--- src/rtl/ifid_reg_pkg.sv ---
// Shared constants for the fetch/decode register and the CP0 exception path:
// ExcCode values, the nop encoding, the default reset PC and the entry state type.
package ifid_reg_pkg;

  localparam logic [4:0] EXC_INT  = 5'd0;
  localparam logic [4:0] EXC_ADEL = 5'd4;
  localparam logic [4:0] EXC_ADES = 5'd5;
  localparam logic [4:0] EXC_RI   = 5'd10;
  localparam logic [4:0] EXC_OV   = 5'd12;

  localparam logic [31:0] NOP_INSTR        = 32'h0000_0000;
  localparam logic [31:0] DEFAULT_RESET_PC = 32'h0000_3000;

  typedef enum logic {
    ST_BUBBLE = 1'b0,
    ST_VALID  = 1'b1
  } entry_state_e;

endpackage

--- src/rtl/ifid_reg_pc_range_chk.sv ---
// Combinational legal-fetch check: word aligned and inside [BASE, LIMIT].
// Shared with the data-memory AdEL/AdES logic.
module pc_range_chk #(
  parameter logic [31:0] BASE  = 32'h0000_3000,
  parameter logic [31:0] LIMIT = 32'h0000_4FFC
) (
  input  logic [31:0] i_addr,
  output logic        o_legal
);

  assign o_legal = (i_addr[1:0] == 2'b00) && (i_addr >= BASE) && (i_addr <= LIMIT);

endmodule

--- src/rtl/ifid_reg.sv ---
// IF/ID pipeline register with stall, flush-to-bubble and PC+8 link value.
// Define IFID_EXC_EN to tag misaligned/out-of-range fetches with AdEL.
//
//  state     | meaning
//  ST_BUBBLE | entry is a nop bubble (reset or flush), Valid_D=0
//  ST_VALID  | entry holds a fetched instruction, Valid_D=1
module ifid_reg
  import ifid_reg_pkg::*;
#(
  parameter logic [31:0] RESET_PC = DEFAULT_RESET_PC,
  parameter logic [31:0] IM_BASE  = 32'h0000_3000,
  parameter logic [31:0] IM_LIMIT = 32'h0000_4FFC
) (
  input  logic        Clk,
  input  logic        Rst,
  input  logic        Stall,
  input  logic        Flush,
  input  logic [31:0] Instr_F,
  input  logic [31:0] PC_F,
  input  logic        BD_F,
  output logic [31:0] Instr_D,
  output logic [31:0] PC_D,
  output logic [31:0] PC8_D,
  output logic        Valid_D,
  output logic        BD_D,
  output logic        Exc_D,
  output logic [4:0]  ExcCode_D
);

  entry_state_e r_state;
  entry_state_e w_state_nxt;

  logic [31:0] r_instr;
  logic [31:0] r_pc;
  logic [31:0] r_pc8;
  logic        r_bd;
  logic        r_exc;
  logic [4:0]  r_exc_code;

  logic        w_fetch_exc;
  logic [31:0] w_instr_ld;
  logic [31:0] w_pc8_f;

`ifdef IFID_EXC_EN
  logic w_pc_legal;

  pc_range_chk #(
    .BASE  (IM_BASE),
    .LIMIT (IM_LIMIT)
  ) u_pc_range_chk (
    .i_addr  (PC_F),
    .o_legal (w_pc_legal)
  );

  assign w_fetch_exc = ~w_pc_legal;
`else
  assign w_fetch_exc = 1'b0;
`endif

  // A faulting fetch must not reach decode as a real instruction.
  assign w_instr_ld = w_fetch_exc ? NOP_INSTR : Instr_F;
  assign w_pc8_f    = PC_F + 32'd8;

  always_comb begin
    w_state_nxt = r_state;
    if (Flush)
      w_state_nxt = ST_BUBBLE;
    else if (!Stall)
      w_state_nxt = ST_VALID;
  end

  always_ff @(posedge Clk) begin
    if (Rst)
      r_state <= ST_BUBBLE;
    else
      r_state <= w_state_nxt;
  end

  always_ff @(posedge Clk) begin
    if (Rst) begin
      r_instr    <= NOP_INSTR;
      r_pc       <= RESET_PC;
      r_pc8      <= RESET_PC + 32'd8;
      r_bd       <= 1'b0;
      r_exc      <= 1'b0;
      r_exc_code <= EXC_INT;
    end else if (Flush) begin
      // Bubble keeps the fetch PC so a later exception reports a sane EPC.
      r_instr    <= NOP_INSTR;
      r_pc       <= PC_F;
      r_pc8      <= w_pc8_f;
      r_bd       <= 1'b0;
      r_exc      <= 1'b0;
      r_exc_code <= EXC_INT;
    end else if (!Stall) begin
      r_instr    <= w_instr_ld;
      r_pc       <= PC_F;
      r_pc8      <= w_pc8_f;
      r_bd       <= BD_F;
      r_exc      <= w_fetch_exc;
      r_exc_code <= w_fetch_exc ? EXC_ADEL : EXC_INT;
    end
  end

  assign Instr_D   = r_instr;
  assign PC_D      = r_pc;
  assign PC8_D     = r_pc8;
  assign Valid_D   = (r_state == ST_VALID);
  assign BD_D      = r_bd;
  assign Exc_D     = r_exc;
  assign ExcCode_D = r_exc_code;

endmodule

--- config.mk ---
export PLATFORM = sky130hd
export DESIGN_NAME = ifid_reg
export DESIGN_NICKNAME = d
export VERILOG_FILES = /design/src/rtl/ifid_reg_pkg.sv /design/src/rtl/ifid_reg_pc_range_chk.sv /design/src/rtl/ifid_reg.sv
export SDC_FILE = /design/constraint.sdc
export NUM_CORES = 1
export LEC_CHECK = 0
export BUFFER_PORTS_ARGS = -buffer_cell sky130_fd_sc_hd__buf_2
export CAP_MARGIN = 10
export CORE_ASPECT_RATIO = 0.5
export CORE_UTILIZATION = 46
export DETAILED_ROUTE_END_ITERATION = 10
export PLACE_DENSITY = 0.75
export SLEW_MARGIN = 20
export SYNTH_ARGS = -nofsm -noshare
export SYNTH_HDL_FRONTEND = slang
export SYNTH_HIERARCHICAL = 1
export SYNTH_SLANG_ARGS = --single-unit
--- constraint.sdc ---
create_clock -name Clk -period 2.65 [get_ports Clk]
set_clock_uncertainty 0.15 [all_clocks]
set_input_delay 0.3975 -clock Clk [delete_from_list [all_inputs] [get_ports Clk]]
set_output_delay 0.3975 -clock Clk [all_outputs]
set_load 0.01 [all_outputs]
### Word-level counts from Yosys, hierarchy flattened

Index checks and enable logic that the tools add are counted.

| storage, ports and cells | value |
|---|---|
| register bits after elaboration | 98 |
| bits of input ports | 69 |
| output and inout port bits | 104 |
| logic and storage cells | 12 |

| operators by class | value |
|---|---|
| add/subtract/negate cells | 1 |
| equal/unequal tests | 1 |
| muxes and demuxes | 4 |
| reduce and logical (&&, ||, !) cells | 1 |

Operator list:

| operator | count |
|---|---|
| 32-bit 2-to-1 mux | 4 |
| 32-bit by 4-bit adder with 32-bit output, second input constant | 1 |
| 2-bit by 1-bit inequality test with 1-bit output, second input constant | 1 |
| 2-bit OR reduction | 1 |

### Logic depth before layout (Yosys ltp)

| depth | value |
|---|---|
| depth after elaboration | 3 |
| mapped depth | 7 |
| gate-level depth less buffers | 5 |

### Least setup slack after synthesis

No wires, ideal clock.

| timing | value |
|---|---|
| kind | input to register |
| start point | input port PC_F[8] |
| end point | register r_pc8[31], in the netlist PC8_D[31] |
| library setup time | 0.112 ns |
| arrival time | 1.844 ns |
| required time | 2.388 ns |
| slack | 0.543 ns |
| stages | 5 |
| path buffers | 1 |
| cells stage by stage | nand4_4 -> or4_1 -> buf_2 -> or3_1 -> a2111oi_1 |

| on the way | value |
|---|---|
| word-level cells in the longest chain between the ends | 3 |

RTL lines:

| what | line | source |
|---|---|---|
| start: declaration | ifid_reg.sv:19 | `input logic [31:0] PC_F,` |
| 32-bit by 4-bit adder with 32-bit output * | ifid_reg.sv:62 | `assign w_pc8_f = PC_F + 32'd8;` |
| 32-bit 2-to-1 mux | ifid_reg.sv:95 | `end else if (!Stall) begin` |
| 32-bit 2-to-1 mux * | ifid_reg.sv:87 | `end else if (Flush) begin` |
| end signal: assignment | ifid_reg.sv:83 | `r_pc8 <= RESET_PC + 32'd8;` |
| end signal: assignment | ifid_reg.sv:91 | `r_pc8 <= w_pc8_f;` |
| end signal: assignment | ifid_reg.sv:98 | `r_pc8 <= w_pc8_f;` |
| end: declaration | ifid_reg.sv:35 | `logic [31:0] r_pc8;` |

Mark *: on every way between the ends. The rest lies on a longest branch, timed or not. The select of a mux whose other input is x is not followed.
A chain may end at the register's enable or synchronous reset.

### Worst setup path in the final report

| timing | value |
|---|---|
| start point | input port PC_F[3] |
| end point | register r_pc8[25], in the netlist PC8_D[25] |

The elaborated chain is that of the path after synthesis.

==> impl_summary.md <==
Logic synthesis
Sequential cells were found to cover ~48% of the synthesized design area. The unique cell type count in the Yosys netlist is 38. Sorting the synthesized cells by area gives the leading types as dfxtp_1 (48%), mux2i_1 (8.4%), nand2_1 (7.4%), nor2_1 (5.9%), a21oi_1 (4.2%). Sorting the synthesized cells by how often they occur yields dfxtp_1 (95), nand2_1 (77), nor2_1 (62). The cell count after synthesis came out at 458.

The most used flip-flop cell after synthesis is dfxtp_1. After synthesis the netlist holds a flip-flop and latch count of 95. dfxtp_1 is the most common cell in the netlist. The library cell occupying the most area in the post-synthesis netlist is dfxtp_1. Of all flip-flops after synthesis, the portion carrying an async set or reset was 0%. The post-synthesis area per instance is 8.58 um2. The count of flip-flops with a built-in enable after synthesis is 0. The post-synth design cell area is 0.00393 mm2. The Yosys step of the flow raised 6 warnings. After synthesis, the largest area contributor takes up 48.4% of total cell area.

Timing
At the pin with the least slew margin, the transition time is 0.631 ns. Setup total negative slack on the finished layout was measured at 0 ns. The final hold violation count came to 0.

Measured against its own limit, the worst slew margin works out to 57.9%. The final-report setup violation count is 0. Setup repair after global routing left no endpoint under its margin.

Static timing analysis puts the maximum clock frequency at around 500 MHz. The clock period minus worst slack is 2.01 ns. Of the available clock period, the critical path in the final layout requires about three quarters. The number of slew-limit violations in the final report is 0.

Die
The floorplan step defined a die boundary enclosing 0.00894 mm2. During I/O placement, the number of pins put on the boundary was approximately 170. The die is 133 um wide. The floorplan has 23 rows. The core region is 0.00814 mm2. The starting density of the core is approximately half. The die outline height is 67.4 um.

Power
Summed over all nets, the switching power comes to ~840 uW. The logic gate share of total power is 13.5%. The fraction of power consumed by the clock network is 37.9%. The completed layout was analyzed and its total power is between 3 and 4 mW.

The internal portion of the total power is 2.35 mW. The worst vdd rail ir drop is 0.318 mV. The power density over the cells is 627 mW/mm2.

The relative contribution of sequential cells to total power is 48.6%. Net switching is roughly a quarter of the power. The leakage dissipation is between 2 and 2.5 nW.

Cells and area
The finished layout holds 727 standard cells, fillers aside. The sequential standard cell area is 0.00190 mm2. The finished cells cover 0.00509 mm2. Summing all multi-input logic gate instances after layout gives 0.00185 mm2. The synthesis-to-finish area growth is 29.5%. The number of inserted diodes is 0. The count of fill cells added during filler insertion is 749. The share of the core filled with cells in the final layout is 62.5%. The share of layout cells above drive strength 1 is 31.4%. The net total in the final layout is 680.

Placement
The placed wire-length estimate after detailed placement is 7650 um. The standard cell area after detailed placement is about 0.0048 mm2. Once placement completed, the tool counted placed cells totaling 711. The number of input and output port buffers inserted is 166. Routability-driven placement finished with a final weighted congestion of approximately 0.83.

Global route
The number of antenna violations at the first check in global routing is 0. The total congestion overflow after global routing is 0. Global routing used a little under a quarter of the available tracks across all layers. The number of global-route vias before repair was 3382. The first-pass GRT wire length is 16300 um. Entering global routing, the biggest net connects 63 pins.

Clock network
In this run the post-CTS setup repair buffer count came out at 0. The clock reaches the later pin of the worst-skew pair after 0.34 ns. The total number of clock tree sinks is 95. TritonCTS built the clock tree. The deepest clock path buffer count is 2. In this run, CTS created clock tree buffers numbering 9. The clock transition at the registers of the reported paths is 0.06 ns. In this run, post-CTS hold repair placed 0 buffers. The CTS H-tree depth is 3. The tree is rooted in a clkbuf_16. The total of cells resized after clock tree synthesis is 0.

Routing
After detailed routing, the number of vias per cell comes to 5.14. The number of nets with antenna violations after detailed routing is 0. In the routed design, unresolved DRC markers number 0. In the final routed layout, each cell accounts on average for between 10 and 15 um. For this block, the initial DRC count from the detailed router was between 200 and 300. The first-pass iteration count of the detailed router is 5.

The wire length reported by the detailed router is 10400 um. Detailed routing inserted a total of 3738 vias.

Setup path
The worst reg-to-reg setup slack is 1.70 ns. The type of the worst setup path is input port to flop. The worst register-to-register path ends at PC8_D[31]. The critical path crosses 6 cells after its start point. The cell type of the slowest stage on the worst timing path is or4_1. In this design, the stage delay of the slowest critical-path cell is 0.49 ns. The worst setup path is launched from an input port. The worst endpoint required time is 2.75 ns. In this run the critical register-to-register path is launched from PC8_D[31].

The critical path's top delay family is simple AND/OR/NAND/NOR gates. The nature of the critical path endpoint is a flop. The worst register-to-register path has a depth of 2. Along the worst path, the maximum fanout reaches 6. The critical path capture point is PC8_D[25]. In this run the worst setup path begins at PC_F[3]. The critical path goes through buf_2, ha_1, nand3_1, or3_1, or4_1, a311oi_1.

Counting both buffers and inverters, the worst setup path holds a total of 1. At the worst endpoint, the arrival time is 2.11 ns.

Run
The max-capacitance violation count is 0.

Status
The flow ran to the end, and the final reports show no timing, DRC or antenna violations.

Worst hold path
The class of the tightest hold or removal check is input port to flop.
## logic make-up (layout without fill, tap and decap cells)
kind of cell               count (synthesis)  after routing  share of synthesized area, %
muxes                                     33             33                          8.41
buffers and inverters                     44            196                          5.10
AOI/OAI and AO/OA                         73             73                          11.7
xor gates and xnor gates                  11             11                          2.45
other                                      1              6                        0.0954
adders and majority gates                  1              1                         0.318
DFF                                       95             95                          48.4
and+or+nand+nor                          200            200                          23.5
## how the worst min path moves through the flow
stage | startpoint | endpoint | slack [ns] | cells past startpoint
5_1_grt | Instr_F[29] | Instr_D[29] | 0.14 | 3
3_3_place_gp | Valid_D | Valid_D | 0.29 | 2
3_5_place_dp | Valid_D | Valid_D | 0.29 | 2
6_report | Instr_F[30] | Instr_D[30] | 0.14 | 3
2_1_floorplan | Valid_D | Valid_D | 0.32 | 2
4_1_cts | Instr_F[28] | Instr_D[28] | 0.13 | 3
## per-layer routing
metal  vias up  part of all wire, %  GRT usage [%]
li1       1884                    -              -
met1      1690                   45           30.2
met2       156                   45           37.4
met3         8                  9.1           8.03
met4         0                 0.97           7.76
met5         -                    0              0
## state kept, by name (all words and copies together) (netlist names)
signal	cells
BD_D	1
Instr_D	32
PC8_D	29
PC_D	32
Valid_D	1
## worst register-to-register path: cells and delay by family (launching register included)
kind             cells  cell delay [ns]
flip-flops           1             0.34
AO/OA/AOI/OAI        1             0.30
AND/OR/NAND/NOR      1             0.05
## power by group through the flow
stage | clock network, mW | logic (mW) | registers (mW)
2_1_floorplan | 0 | 0.199 | 1.62
3_3_place_gp | 0 | 0.425 | 1.58
3_5_place_dp | 0 | 0.430 | 1.58
4_1_cts | 1.23 | 0.432 | 1.55
5_1_grt | 1.28 | 0.476 | 1.56
6_report | 1.21 | 0.430 | 1.55
## cells in the final DEF (no fill, tap or decap), types with 2 or more instances in the layout
master     Yosys  layout
nand4_1        8       8
mux2i_1       33      33
clkbuf_16      0       9
inv_1          5       5
nor3_1         5       5
xnor2_1        6       6
o31ai_1        4       4
and3_1         2       2
nor4_1         8       8
conb_1         1       6
buf_2          1     166
a311oi_1      12      12
o21ai_0       10      10
nor2_1        62      62
or4_1          5       5
clkbuf_1      22       2
a21oi_1       33      33
a211oi_1      10      10
buf_4          9       9
or3_1         10      10
nand3_1        8       8
and4_1         4       4
xor2_1         5       5
and2_1         2       2
nand2_1       77      77
dfxtp_1       95      95
nand3b_1       2       2
## final cells by class
class                      instances  share of cell area (%)
clock buffer                      12                    4.85
clock inverter                     4                   0.590
inverter                           5                   0.369
multi-input combinational        324                    36.4
sequential                        95                    37.4
tap                              112                    2.76
timing repair buffer             175                    17.7
## metrics by stage
stage	setup slack (ns)	hold WS [ns]
global route	0.442	0.135
floorplan	0.543	0.324
CTS	0.656	0.129
detailed placement	0.308	0.288
global placement	0.337	0.285
finish	0.635	0.137
Note: power is estimated with default switching activity, not from simulation.
